File: src/rtl/fb_bank_ctrl_if.sv
// Bundle of pixel-write, display-read and VRAM port signals for the
// double-buffered frame-buffer bank controller.
interface fb_bank_ctrl_if;
  // core / display side
  logic        ce_pix;
  logic        frame;
  logic        vblank;
  logic        wr_valid;
  logic [7:0]  wr_x;
  logic [7:0]  wr_y;
  logic [7:0]  wr_data;
  logic        rd_en;
  logic [8:0]  rd_x;
  logic [8:0]  rd_y;
  logic [7:0]  pix_out;
  logic        draw_bank;
  logic        ovf;
  // single-port VRAM side
  logic [16:0] ram_addr;
  logic [7:0]  ram_din;
  logic        ram_we;
  logic [7:0]  ram_dout;

  // Environment: video core, display timing and the VRAM itself.
  modport master (
    output ce_pix, frame, vblank, wr_valid, wr_x, wr_y, wr_data,
    output rd_en, rd_x, rd_y, ram_dout,
    input  pix_out, draw_bank, ovf, ram_addr, ram_din, ram_we
  );

  // Controller.
  modport slave (
    input  ce_pix, frame, vblank, wr_valid, wr_x, wr_y, wr_data,
    input  rd_en, rd_x, rd_y, ram_dout,
    output pix_out, draw_bank, ovf, ram_addr, ram_din, ram_we
  );
endinterface

File: src/rtl/fb_bank_ctrl.sv
// Double-buffered frame-buffer bank controller. Arbitrates one single-port
// VRAM between display reads (priority) and queued core pixel writes, and
// swaps the draw/display banks on a frame-complete edge once vblank is
// reached and all queued writes have landed in the old bank.
module fb_bank_ctrl #(
  parameter int FIFO_DEPTH = 4
) (
  input logic        clk_sys,
  input logic        reset,
  fb_bank_ctrl_if.slave bus
);

  localparam int PW = $clog2(FIFO_DEPTH);

  // Each queued pixel carries the bank that was being drawn when it arrived,
  // so writes queued before a swap still land in the old bank.
  typedef struct packed {
    logic       bank;
    logic [7:0] x;
    logic [7:0] y;
    logic [7:0] data;
  } entry_t;

  typedef enum logic [1:0] {
    IDLE,
    PEND,
    DRAIN
  } swap_state_t;

  swap_state_t state;
  logic        draw_bank;
  logic        frame_q;
  logic        armed;
  logic        frame_edge;

  entry_t      fifo_mem [FIFO_DEPTH];
  logic [PW:0] wr_ptr;
  logic [PW:0] rd_ptr;
  logic        fifo_empty;
  logic        fifo_full;
  entry_t      head;

  logic        read_issue;
  logic        pop;
  logic        push;
  logic        drop;
  logic        ovf;

  logic [16:0] addr_q;
  logic [7:0]  din_q;
  logic [16:0] ram_addr_c;
  logic [7:0]  ram_din_c;
  logic        ram_we_c;

  logic        rd_pend;
  logic        rd_kind;
  logic [7:0]  pix_out;

  // Display counters are 9 bits wide but only 256x256 is stored.
  logic        unused_rd_msb;
  assign unused_rd_msb = bus.rd_x[8] ^ bus.rd_y[8];

  // Extra pointer MSB distinguishes full from empty when indices match.
  assign fifo_empty = (wr_ptr == rd_ptr);
  assign fifo_full  = (wr_ptr[PW] != rd_ptr[PW]) &&
                      (wr_ptr[PW-1:0] == rd_ptr[PW-1:0]);
  assign head       = fifo_mem[rd_ptr[PW-1:0]];

  // Reset gates all bus activity in its own cycle so queued writes die at once.
  assign read_issue = ~reset & bus.ce_pix & bus.rd_en;
  assign pop        = ~reset & ~read_issue & ~fifo_empty;
  assign push       = ~reset & bus.wr_valid & (~fifo_full | pop);
  assign drop       = ~reset & bus.wr_valid & fifo_full & ~pop;

  // armed suppresses a false edge when frame is already high out of reset.
  assign frame_edge = armed & bus.frame & ~frame_q;

  // VRAM port mux: read first, then a queued write, else hold the bus.
  always_comb begin
    // NOTE: every always_comb output gets a default first so no path leaves
    // it unassigned, which would otherwise infer a latch.
    ram_addr_c = addr_q;
    ram_din_c  = din_q;
    ram_we_c   = 1'b0;
    if (read_issue) begin
      ram_addr_c = {~draw_bank, bus.rd_y[7:0], bus.rd_x[7:0]};
    end else if (pop) begin
      ram_addr_c = {head.bank, head.y, head.x};
      ram_din_c  = head.data;
      ram_we_c   = 1'b1;
    end
  end

  assign bus.ram_addr  = ram_addr_c;
  assign bus.ram_din   = ram_din_c;
  assign bus.ram_we    = ram_we_c;
  assign bus.pix_out   = pix_out;
  assign bus.draw_bank = draw_bank;
  assign bus.ovf       = ovf;

  // Remember the last driven address/data so an idle bus holds its value.
  always_ff @(posedge clk_sys) begin
    // NOTE: state registers use non-blocking assignments so every flop
    // samples pre-edge values regardless of block ordering.
    if (reset) begin
      addr_q <= '0;
      din_q  <= '0;
    end else begin
      addr_q <= ram_addr_c;
      din_q  <= ram_din_c;
    end
  end

  // FIFO storage; contents are don't-care until the pointers say otherwise.
  always_ff @(posedge clk_sys) begin
    // NOTE: the storage array is deliberately not reset; emptiness is
    // carried by the pointers alone, keeping the array as plain RAM.
    if (push) begin
      fifo_mem[wr_ptr[PW-1:0]] <= '{bank: draw_bank, x: bus.wr_x,
                                    y: bus.wr_y, data: bus.wr_data};
    end
  end

  // FIFO pointers and sticky overflow flag.
  always_ff @(posedge clk_sys) begin
    if (reset) begin
      wr_ptr <= '0;
      rd_ptr <= '0;
      ovf    <= 1'b0;
    end else begin
      if (push) wr_ptr <= wr_ptr + 1'b1;
      if (pop)  rd_ptr <= rd_ptr + 1'b1;
      if (drop) ovf    <= 1'b1;
    end
  end

  // Display pipeline: issue cycle, RAM latency cycle, then capture.
  always_ff @(posedge clk_sys) begin
    if (reset) begin
      rd_pend <= 1'b0;
      rd_kind <= 1'b0;
      pix_out <= '0;
    end else begin
      rd_pend <= bus.ce_pix;
      rd_kind <= bus.rd_en;
      if (rd_pend) pix_out <= rd_kind ? bus.ram_dout : 8'h00;
    end
  end

  // Frame-edge detector and bank-swap FSM with registered draw_bank.
  always_ff @(posedge clk_sys) begin
    if (reset) begin
      frame_q   <= 1'b0;
      armed     <= 1'b0;
      state     <= IDLE;
      draw_bank <= 1'b0;
    end else begin
      frame_q <= bus.frame;
      armed   <= 1'b1;
      case (state)
        IDLE:  if (frame_edge) state <= PEND;
        PEND:  if (bus.vblank) state <= DRAIN;
        // An empty FIFO cannot pop, so this is also the "no write" cycle.
        DRAIN: if (fifo_empty) begin
                 state     <= IDLE;
                 draw_bank <= ~draw_bank;
               end
        default: state <= IDLE;
      endcase
    end
  end

endmodule

File: src/flat_wrapper.sv
// flat-port wrapper written by rule: the top's interface ports become plain ports
module fb_bank_ctrl_flat 
#(
  parameter int FIFO_DEPTH = 4
)
  (clk_sys, reset, bus_ce_pix, bus_frame, bus_vblank, bus_wr_valid, bus_wr_x, bus_wr_y, bus_wr_data, bus_rd_en, bus_rd_x, bus_rd_y, bus_ram_dout, bus_pix_out, bus_draw_bank, bus_ovf, bus_ram_addr, bus_ram_din, bus_ram_we);
  fb_bank_ctrl_if bus_i ();
  input logic clk_sys;
  input logic reset;
  input wire logic [$bits(bus_i.ce_pix)-1:0] bus_ce_pix;
  input wire logic [$bits(bus_i.frame)-1:0] bus_frame;
  input wire logic [$bits(bus_i.vblank)-1:0] bus_vblank;
  input wire logic [$bits(bus_i.wr_valid)-1:0] bus_wr_valid;
  input wire logic [$bits(bus_i.wr_x)-1:0] bus_wr_x;
  input wire logic [$bits(bus_i.wr_y)-1:0] bus_wr_y;
  input wire logic [$bits(bus_i.wr_data)-1:0] bus_wr_data;
  input wire logic [$bits(bus_i.rd_en)-1:0] bus_rd_en;
  input wire logic [$bits(bus_i.rd_x)-1:0] bus_rd_x;
  input wire logic [$bits(bus_i.rd_y)-1:0] bus_rd_y;
  input wire logic [$bits(bus_i.ram_dout)-1:0] bus_ram_dout;
  output wire logic [$bits(bus_i.pix_out)-1:0] bus_pix_out;
  output wire logic [$bits(bus_i.draw_bank)-1:0] bus_draw_bank;
  output wire logic [$bits(bus_i.ovf)-1:0] bus_ovf;
  output wire logic [$bits(bus_i.ram_addr)-1:0] bus_ram_addr;
  output wire logic [$bits(bus_i.ram_din)-1:0] bus_ram_din;
  output wire logic [$bits(bus_i.ram_we)-1:0] bus_ram_we;
  assign bus_i.ce_pix = bus_ce_pix;
  assign bus_i.frame = bus_frame;
  assign bus_i.vblank = bus_vblank;
  assign bus_i.wr_valid = bus_wr_valid;
  assign bus_i.wr_x = bus_wr_x;
  assign bus_i.wr_y = bus_wr_y;
  assign bus_i.wr_data = bus_wr_data;
  assign bus_i.rd_en = bus_rd_en;
  assign bus_i.rd_x = bus_rd_x;
  assign bus_i.rd_y = bus_rd_y;
  assign bus_i.ram_dout = bus_ram_dout;
  assign bus_pix_out = bus_i.pix_out;
  assign bus_draw_bank = bus_i.draw_bank;
  assign bus_ovf = bus_i.ovf;
  assign bus_ram_addr = bus_i.ram_addr;
  assign bus_ram_din = bus_i.ram_din;
  assign bus_ram_we = bus_i.ram_we;
  fb_bank_ctrl #(.FIFO_DEPTH(FIFO_DEPTH)) u_core (.clk_sys(clk_sys), .reset(reset), .bus(bus_i));
endmodule
File: config.mk
export PLATFORM = sky130hd
export DESIGN_NAME = fb_bank_ctrl_flat
export DESIGN_NICKNAME = d
export VERILOG_FILES = /design/src/rtl/fb_bank_ctrl_if.sv /design/src/rtl/fb_bank_ctrl.sv /design/src/flat_wrapper.sv
export SDC_FILE = /design/constraint.sdc
export NUM_CORES = 1
export LEC_CHECK = 0
export CAP_MARGIN = 20
export CORE_MARGIN = 1
export CORE_UTILIZATION = 25
export DETAILED_ROUTE_END_ITERATION = 10
export DONT_BUFFER_PORTS = 1
export RECOVER_POWER = 25
export SYNTH_ARGS = -nofsm -noshare
export SYNTH_HDL_FRONTEND = slang
export SYNTH_SLANG_ARGS = --single-unit
File: constraint.sdc
create_clock -name clk_sys -period 4.29 [get_ports clk_sys]
set_clock_uncertainty 0.2 [all_clocks]
set_input_delay 0 -clock clk_sys [delete_from_list [all_inputs] [get_ports clk_sys]]
set_output_delay 0 -clock clk_sys [all_outputs]
set_load 0.01 [all_outputs]
# == Word level (Yosys, flattened, before mapping) ==
# Memory sizes are Yosys's and may differ from the RTL's. A register that Yosys moved wholly into a read port is not among the register bits.
# Index checks and enable logic that the tools add are counted.
# op_classes
addsub,2
mul,0
div,0
n_lt_le_gt_ge,0
n_eq_ne,8
n_shift,0
n_mux,16
bitwise_logic,18
n_reduce_logical,4
# op_table
operator,count
17-bit two-way mux,2
8-bit two-way mux,3
1-bit bitwise AND,10
2-bit two-way mux,5
1-bit NOT,7
"3-bit by 1-bit adder with 3-bit output, second input constant",2
2-bit one-hot mux with 3 select lines,1
1-bit two-way mux,5
"2-bit by 1-bit != test with 1-bit output, second input constant",2
3-bit equality test,1
3-bit AND reduction,1
"2-bit by 1-bit equality test with 1-bit output, second input constant",1
2-bit equality test,1
"2-bit equality test, second input constant",1
2-bit logical NOT,1
"2-bit != test, second input constant",1
2-bit AND reduction,1
1-bit logical AND,1
1-bit != test,1
1-bit bitwise OR,1
# totals
reg_bits,47
latch_bits,0
ram_bits,100
romBits,0
inputBits,57
output_inout_bits,36
word_cells,61
mem_count,1
# memory_table
name,depth,width,read_ports,rd_ports_with_merged_regs,write_ports,line_no,rtl
u_core.fifo_mem,4,25,1,1,1,fb_bank_ctrl.sv:36,entry_t fifo_mem [FIFO_DEPTH];

# == Depth between registers and ports, before layout ==
# logic_depth
depth_word,10
ltp_mapped,6
ltp_nobuf,4

# == Least setup slack after synthesis ==
# OpenSTA, ideal clock, no wires.
# synth_path
path_type,register to register
from,register u_core.wr_ptr[1]
to,"memory u_core.fifo_mem[3][0] (netlist name), enable pin"
setup_ns,0.438
arrival_ns,2.592
required_time_ns,3.652
path_slack_ns,1.059
stages_incl_launch_ff,4
n_path_buf,0
period_less_slack_ns,3.231
path_cell_list,dfxtp_1 -> xor2_1 -> o41ai_4 -> nor3_1
# synth_between
elab_chain_len,7
elab_cells_between_ends,10
classes_between,eq/ne: 2; mux: 2; bitwise: 5; reduce/logical: 1
# synth_lines
item,line_no,rtl
from (decl),fb_bank_ctrl.sv:37,logic [PW:0] wr_ptr;
from (signal assigned),fb_bank_ctrl.sv:131,if (push) wr_ptr <= wr_ptr + 1'b1;
3-bit equality test / 2-bit equality test (equally long branches),"fb_bank_ctrl.sv:64, fb_bank_ctrl.sv:66",
1-bit NOT / 1-bit logical AND (equally long branches),"fb_bank_ctrl.sv:71, fb_bank_ctrl.sv:65",
1-bit bitwise AND / 1-bit NOT (equally long branches),"fb_bank_ctrl.sv:71, fb_bank_ctrl.sv:72",
1-bit bitwise OR,fb_bank_ctrl.sv:72,assign push = ~reset & bus.wr_valid & (~fifo_full | pop);
1-bit bitwise AND,fb_bank_ctrl.sv:72,
1-bit two-way mux,fb_bank_ctrl.sv:118,if (push) begin
1-bit two-way mux (not written as such),fb_bank_ctrl.sv:119,"fifo_mem[wr_ptr[PW-1:0]] <= '{bank: draw_bank, x: bus.wr_x,"
to (decl),fb_bank_ctrl.sv:36,
# Parallel ways exist; a longest one is shown, timed or not.

# == Final worst setup path ==
# layout_path
from,register u_core.wr_ptr[1]
to,register u_core.wr_ptr[2]
# layout_between
elab_chain_len,5
elab_cells_between_ends,9
classes_between,add/sub: 1; eq/ne: 2; bitwise: 5; reduce/logical: 1
# layout_lines
item,line_no
3-bit equality test / 2-bit equality test (equally long branches),"fb_bank_ctrl.sv:64, fb_bank_ctrl.sv:66"
1-bit NOT / 1-bit logical AND (equally long branches),"fb_bank_ctrl.sv:71, fb_bank_ctrl.sv:65"
1-bit bitwise AND / 1-bit NOT (equally long branches),"fb_bank_ctrl.sv:71, fb_bank_ctrl.sv:72"
1-bit bitwise OR,fb_bank_ctrl.sv:72
1-bit bitwise AND,fb_bank_ctrl.sv:72
# Parallel ways exist; a longest one is shown, timed or not.
# A chain may end at the register's enable or synchronous reset.

==> out/qor.tcl <==
set qor(detail_route.vias_per_cell) 4.40
set qor(ant_nets) 0
set qor(finalSetupViolCount) 0
set qor(io_pins) 93
set qor(dpl.hpwl_um) 8660
set qor(postCtsResizedCells) 0
set qor(avgRoutedWirePerCell_um) 16.3
set qor(gp_routability_congestion) 0.720
set qor(multi_input_comb_area_um2) 1890
set qor(clkSlewWorstSetupHoldPaths_ns) 0.07
set qor(numCtsBuffers) 17
set qor(final_core_util) 0.322
set qor(yosysWarningCount) 0
set qor(crit_type) {reg2reg}
set qor(synth.net_count) 492
set qor(worstSkewPairLatency_ns) 0.43
set qor(cp_data_required_time_ns) 4.47
set qor(r2r_cells) 6
set qor(p_leak_nw) 2.58
set qor(irDropWorstVdd_mv) 0.265
set qor(grt.total_usage) 0.115
set qor(drcViolationCount) 0
set qor(grt_start_max_net_pins) 52
set qor(cts_tree) {yes}
set qor(design.die.area_um2) 24800
set qor(total_count_of_hold_check_failures_in_the_final_report) 0
set qor(vias_in_the_first_global_route) 3734
set qor(grt_overflow_total) 0
set qor(tns_ns) 0
set qor(vias) 3649
set qor(starting_utilization_of_the_core_area) 0.256
set qor(min-delay-path-class) {in2reg}
set qor(crit_arrival_ns) 2.96
set qor(slew_headroom) 0.388
set qor(dpl.cell_count) 731
set qor(synth_cell_types) 36
set qor(timing.critical_path.to_type) {flip-flop}
set qor(initial_antenna_violation_count) 3
set qor(syn_inst) 430
set qor(htree_num_levels) 4
set qor(ys_seq_elements) 149
set qor(synth.cell_area_um2) 6040
set qor(area.growth.synth_to_final_pct) 25.9
set qor(floorplan.die.width_um) 157
set qor(yosysSeqAreaShare) 0.659
set qor(min_cycle_time_layout_ns) 2.78
set qor(syn-mean-instance-area_um2) 14.1
set qor(maximum_achievable_frequency_ghz) 0.360
set qor(unrepaired_setup_endpoints_after_global_routing) {no}
set qor(power-per-cell-area_nw_per_um2) 569
set qor(layout.area.seq_um2) 3990
set qor(clockBufferDepth) 2
set qor(die-height_um) 157
set qor(layout.filler_cells) 2293
set qor(final_cell_count_no_fill) 830
set qor(core_region_area_um2) 23600
set qor(cap_viol_max_count) 0
set qor(status) {finished clean}
set qor(timing.critical_path.from_type) {flip-flop}
set qor(global_route_wire_length_before_repair_um) 20500
set qor(drt_iter0_markers) 269
set qor(cts_root_buffer) {sky130_fd_sc_hd__clkbuf_16}
set qor(final_net_count) 557
set qor(wl_um) 13500
set qor(tightestPinTransition_ns) 0.918
set qor(row_count) 56
set qor(number_of_sinks_on_the_clock_net) 149
set qor(drt_pass1_iterations) 4
set qor(min_delay_path_depth) 3
set qor(drive_gt1_frac) 0.144
set qor(worst-path-max-fanout) 6
set qor(fin_crit_sh) 0.648
set qor(port_buffers) 0
set qor(final_report_max_slew_violation_count) 0
-- logic make-up after synthesis --
group / count (synthesis) / share of synthesized area
DFF: 149 / 0.659
adders and majority gates: 5 / 0.0103
muxes: 44 / 0.125
buffers and inverters: 32 / 0.0296
AOI/OAI and AO/OA: 71 / 0.0743
xor gates and xnor gates: 7 / 0.0114
and+or+nand+nor: 122 / 0.0907
-- through the flow --
step                power [mW]  area (um^2)  hold slack (ns)  worst slack, ns
finish                    4.33         7610          0.00723             1.51
global route              4.56         7610           0.0138             1.43
CTS                       4.37         7590          0.00482             1.48
detailed placement        2.84         6360           -0.123             1.75
global placement          2.80         6360           -0.126             1.94
floorplan                 2.64         6040           -0.101             1.06
-- cells in the final DEF, fill, tap and decap left out, types with 3 or more instances in the layout --
cell / n
sky130_fd_sc_hd__nand3b_1: 3
sky130_fd_sc_hd__inv_6: 4
sky130_fd_sc_hd__nand3_1: 10
sky130_fd_sc_hd__a21oi_1: 31
sky130_fd_sc_hd__inv_1: 4
sky130_fd_sc_hd__nor2b_1: 10
sky130_fd_sc_hd__mux2i_1: 19
sky130_fd_sc_hd__xnor2_1: 4
sky130_fd_sc_hd__mux4_2: 25
sky130_fd_sc_hd__nand2b_1: 3
sky130_fd_sc_hd__diode_2: 3
sky130_fd_sc_hd__edfxtp_1: 100
sky130_fd_sc_hd__dfxtp_1: 48
sky130_fd_sc_hd__clkbuf_16: 17
sky130_fd_sc_hd__ha_1: 5
sky130_fd_sc_hd__buf_4: 9
sky130_fd_sc_hd__dlygate4sd3_1: 62
sky130_fd_sc_hd__a311oi_1: 16
sky130_fd_sc_hd__nor2_1: 31
sky130_fd_sc_hd__and2_1: 4
sky130_fd_sc_hd__inv_8: 6
sky130_fd_sc_hd__nand2_1: 53
sky130_fd_sc_hd__o21ai_1: 17
-- synthesized netlist by cell type --
library cell	number	area share
sky130_fd_sc_hd__a21bo_1	1	0.0017
sky130_fd_sc_hd__a21boi_1	1	0.0012
sky130_fd_sc_hd__a21oi_1	31	0.026
sky130_fd_sc_hd__a311oi_1	16	0.023
sky130_fd_sc_hd__a31oi_1	3	0.0031
sky130_fd_sc_hd__and2_1	4	0.0041
sky130_fd_sc_hd__and3_1	1	0.0010
sky130_fd_sc_hd__and3b_1	1	0.0014
sky130_fd_sc_hd__buf_12	1	0.0033
sky130_fd_sc_hd__buf_2	7	0.0058
sky130_fd_sc_hd__buf_4	5	0.0062
sky130_fd_sc_hd__buf_6	2	0.0037
sky130_fd_sc_hd__clkbuf_1	12	0.0075
sky130_fd_sc_hd__clkinv_1	1	0.00062
sky130_fd_sc_hd__dfxtp_1	49	0.16
sky130_fd_sc_hd__edfxtp_1	100	0.50
sky130_fd_sc_hd__ha_1	5	0.010
sky130_fd_sc_hd__inv_1	4	0.0025
sky130_fd_sc_hd__mux2i_1	19	0.031
sky130_fd_sc_hd__mux4_2	25	0.093
sky130_fd_sc_hd__nand2_1	53	0.033
sky130_fd_sc_hd__nand2b_1	3	0.0031
sky130_fd_sc_hd__nand3_1	10	0.0083
sky130_fd_sc_hd__nand3b_1	3	0.0037
sky130_fd_sc_hd__nor2_1	31	0.019
sky130_fd_sc_hd__nor2b_1	10	0.010
sky130_fd_sc_hd__nor3_1	2	0.0017
sky130_fd_sc_hd__nor4_1	1	0.0010
sky130_fd_sc_hd__nor4bb_1	1	0.0017
sky130_fd_sc_hd__o21ai_0	1	0.00083
sky130_fd_sc_hd__o21ai_1	17	0.014
sky130_fd_sc_hd__o41ai_4	1	0.0046
sky130_fd_sc_hd__or3_1	2	0.0021
sky130_fd_sc_hd__xnor2_1	4	0.0058
sky130_fd_sc_hd__xnor2_2	1	0.0027
sky130_fd_sc_hd__xor2_1	2	0.0029
-- critical path, cell delays in order, from the launching register on --
cell and delay, ns:
sky130_fd_sc_hd__dfxtp_1 0.46, sky130_fd_sc_hd__xor2_1 0.34, sky130_fd_sc_hd__o41ai_4 0.16, sky130_fd_sc_hd__or3_1 0.32, sky130_fd_sc_hd__dlygate4sd3_1 0.57, sky130_fd_sc_hd__a21oi_1 0.13, sky130_fd_sc_hd__dlygate4sd3_1 0.55
-- power by group --
group / switching, mW / internal [mW] / leakage (nW)
registers: 0.119 / 1.67 / 1.31
clock network: 0.675 / 0.780 / 0.290
logic: 0.629 / 0.450 / 0.975
total: 1.42 / 2.90 / 2.58
-- registers in the layout, summed over array words and instances, names as in the netlist, named ones only --
name / flops
u_core.fifo_mem: 100
u_core.addr_q: 17
u_core.bus.pix_out: 8
u_core.din_q: 8
u_core.rd_ptr: 3
u_core.wr_ptr: 3
u_core.state: 2
u_core.armed: 1
u_core.bus.draw_bank: 1
u_core.bus.ovf: 1
u_core.frame_q: 1
u_core.rd_kind: 1
u_core.rd_pend: 1
-- per-layer routing --
layer / global-route usage / share of wire
met5: 0 / 0
met4: 0.0522 / 0.019
met3: 0.0452 / 0.055
met2: 0.189 / 0.49
met1: 0.131 / 0.43
-- worst paths after layout --
path / start / to / slack (ns)
setup / recovery: u_core.wr_ptr[1]$_SDFFE_PP0P_ / u_core.wr_ptr[2]$_SDFFE_PP0P_ / 1.51
hold / removal: reset / u_core.fifo_mem[0][24]$_DFFE_PP_ / 0.007
setup reg to reg: u_core.wr_ptr[1]$_SDFFE_PP0P_ / u_core.wr_ptr[2]$_SDFFE_PP0P_ / 1.51
hold reg to reg: u_core.state[1]$_SDFFE_PP0P_ / u_core.state[0]$_SDFFE_PP0P_ / 0.25
-- final cells by class --
| cell class | count | share of cell area |
|---|---|---|
| clock inverters | 15 | 0.0207 |
| well taps | 319 | 0.0524 |
| flip-flops and latches | 149 | 0.524 |
| inverters | 5 | 0.00247 |
| repair buffers | 73 | 0.0950 |
| multi-input cells | 249 | 0.249 |
| diodes | 3 | 0.000987 |
| clock buffers | 17 | 0.0559 |
-- what timing repair did --
action                    CTS  global route
hold buffers               63             0
hold endpoints to repair  170             0
setup buffers               0             0
Note: power is estimated with default switching activity, not from simulation.
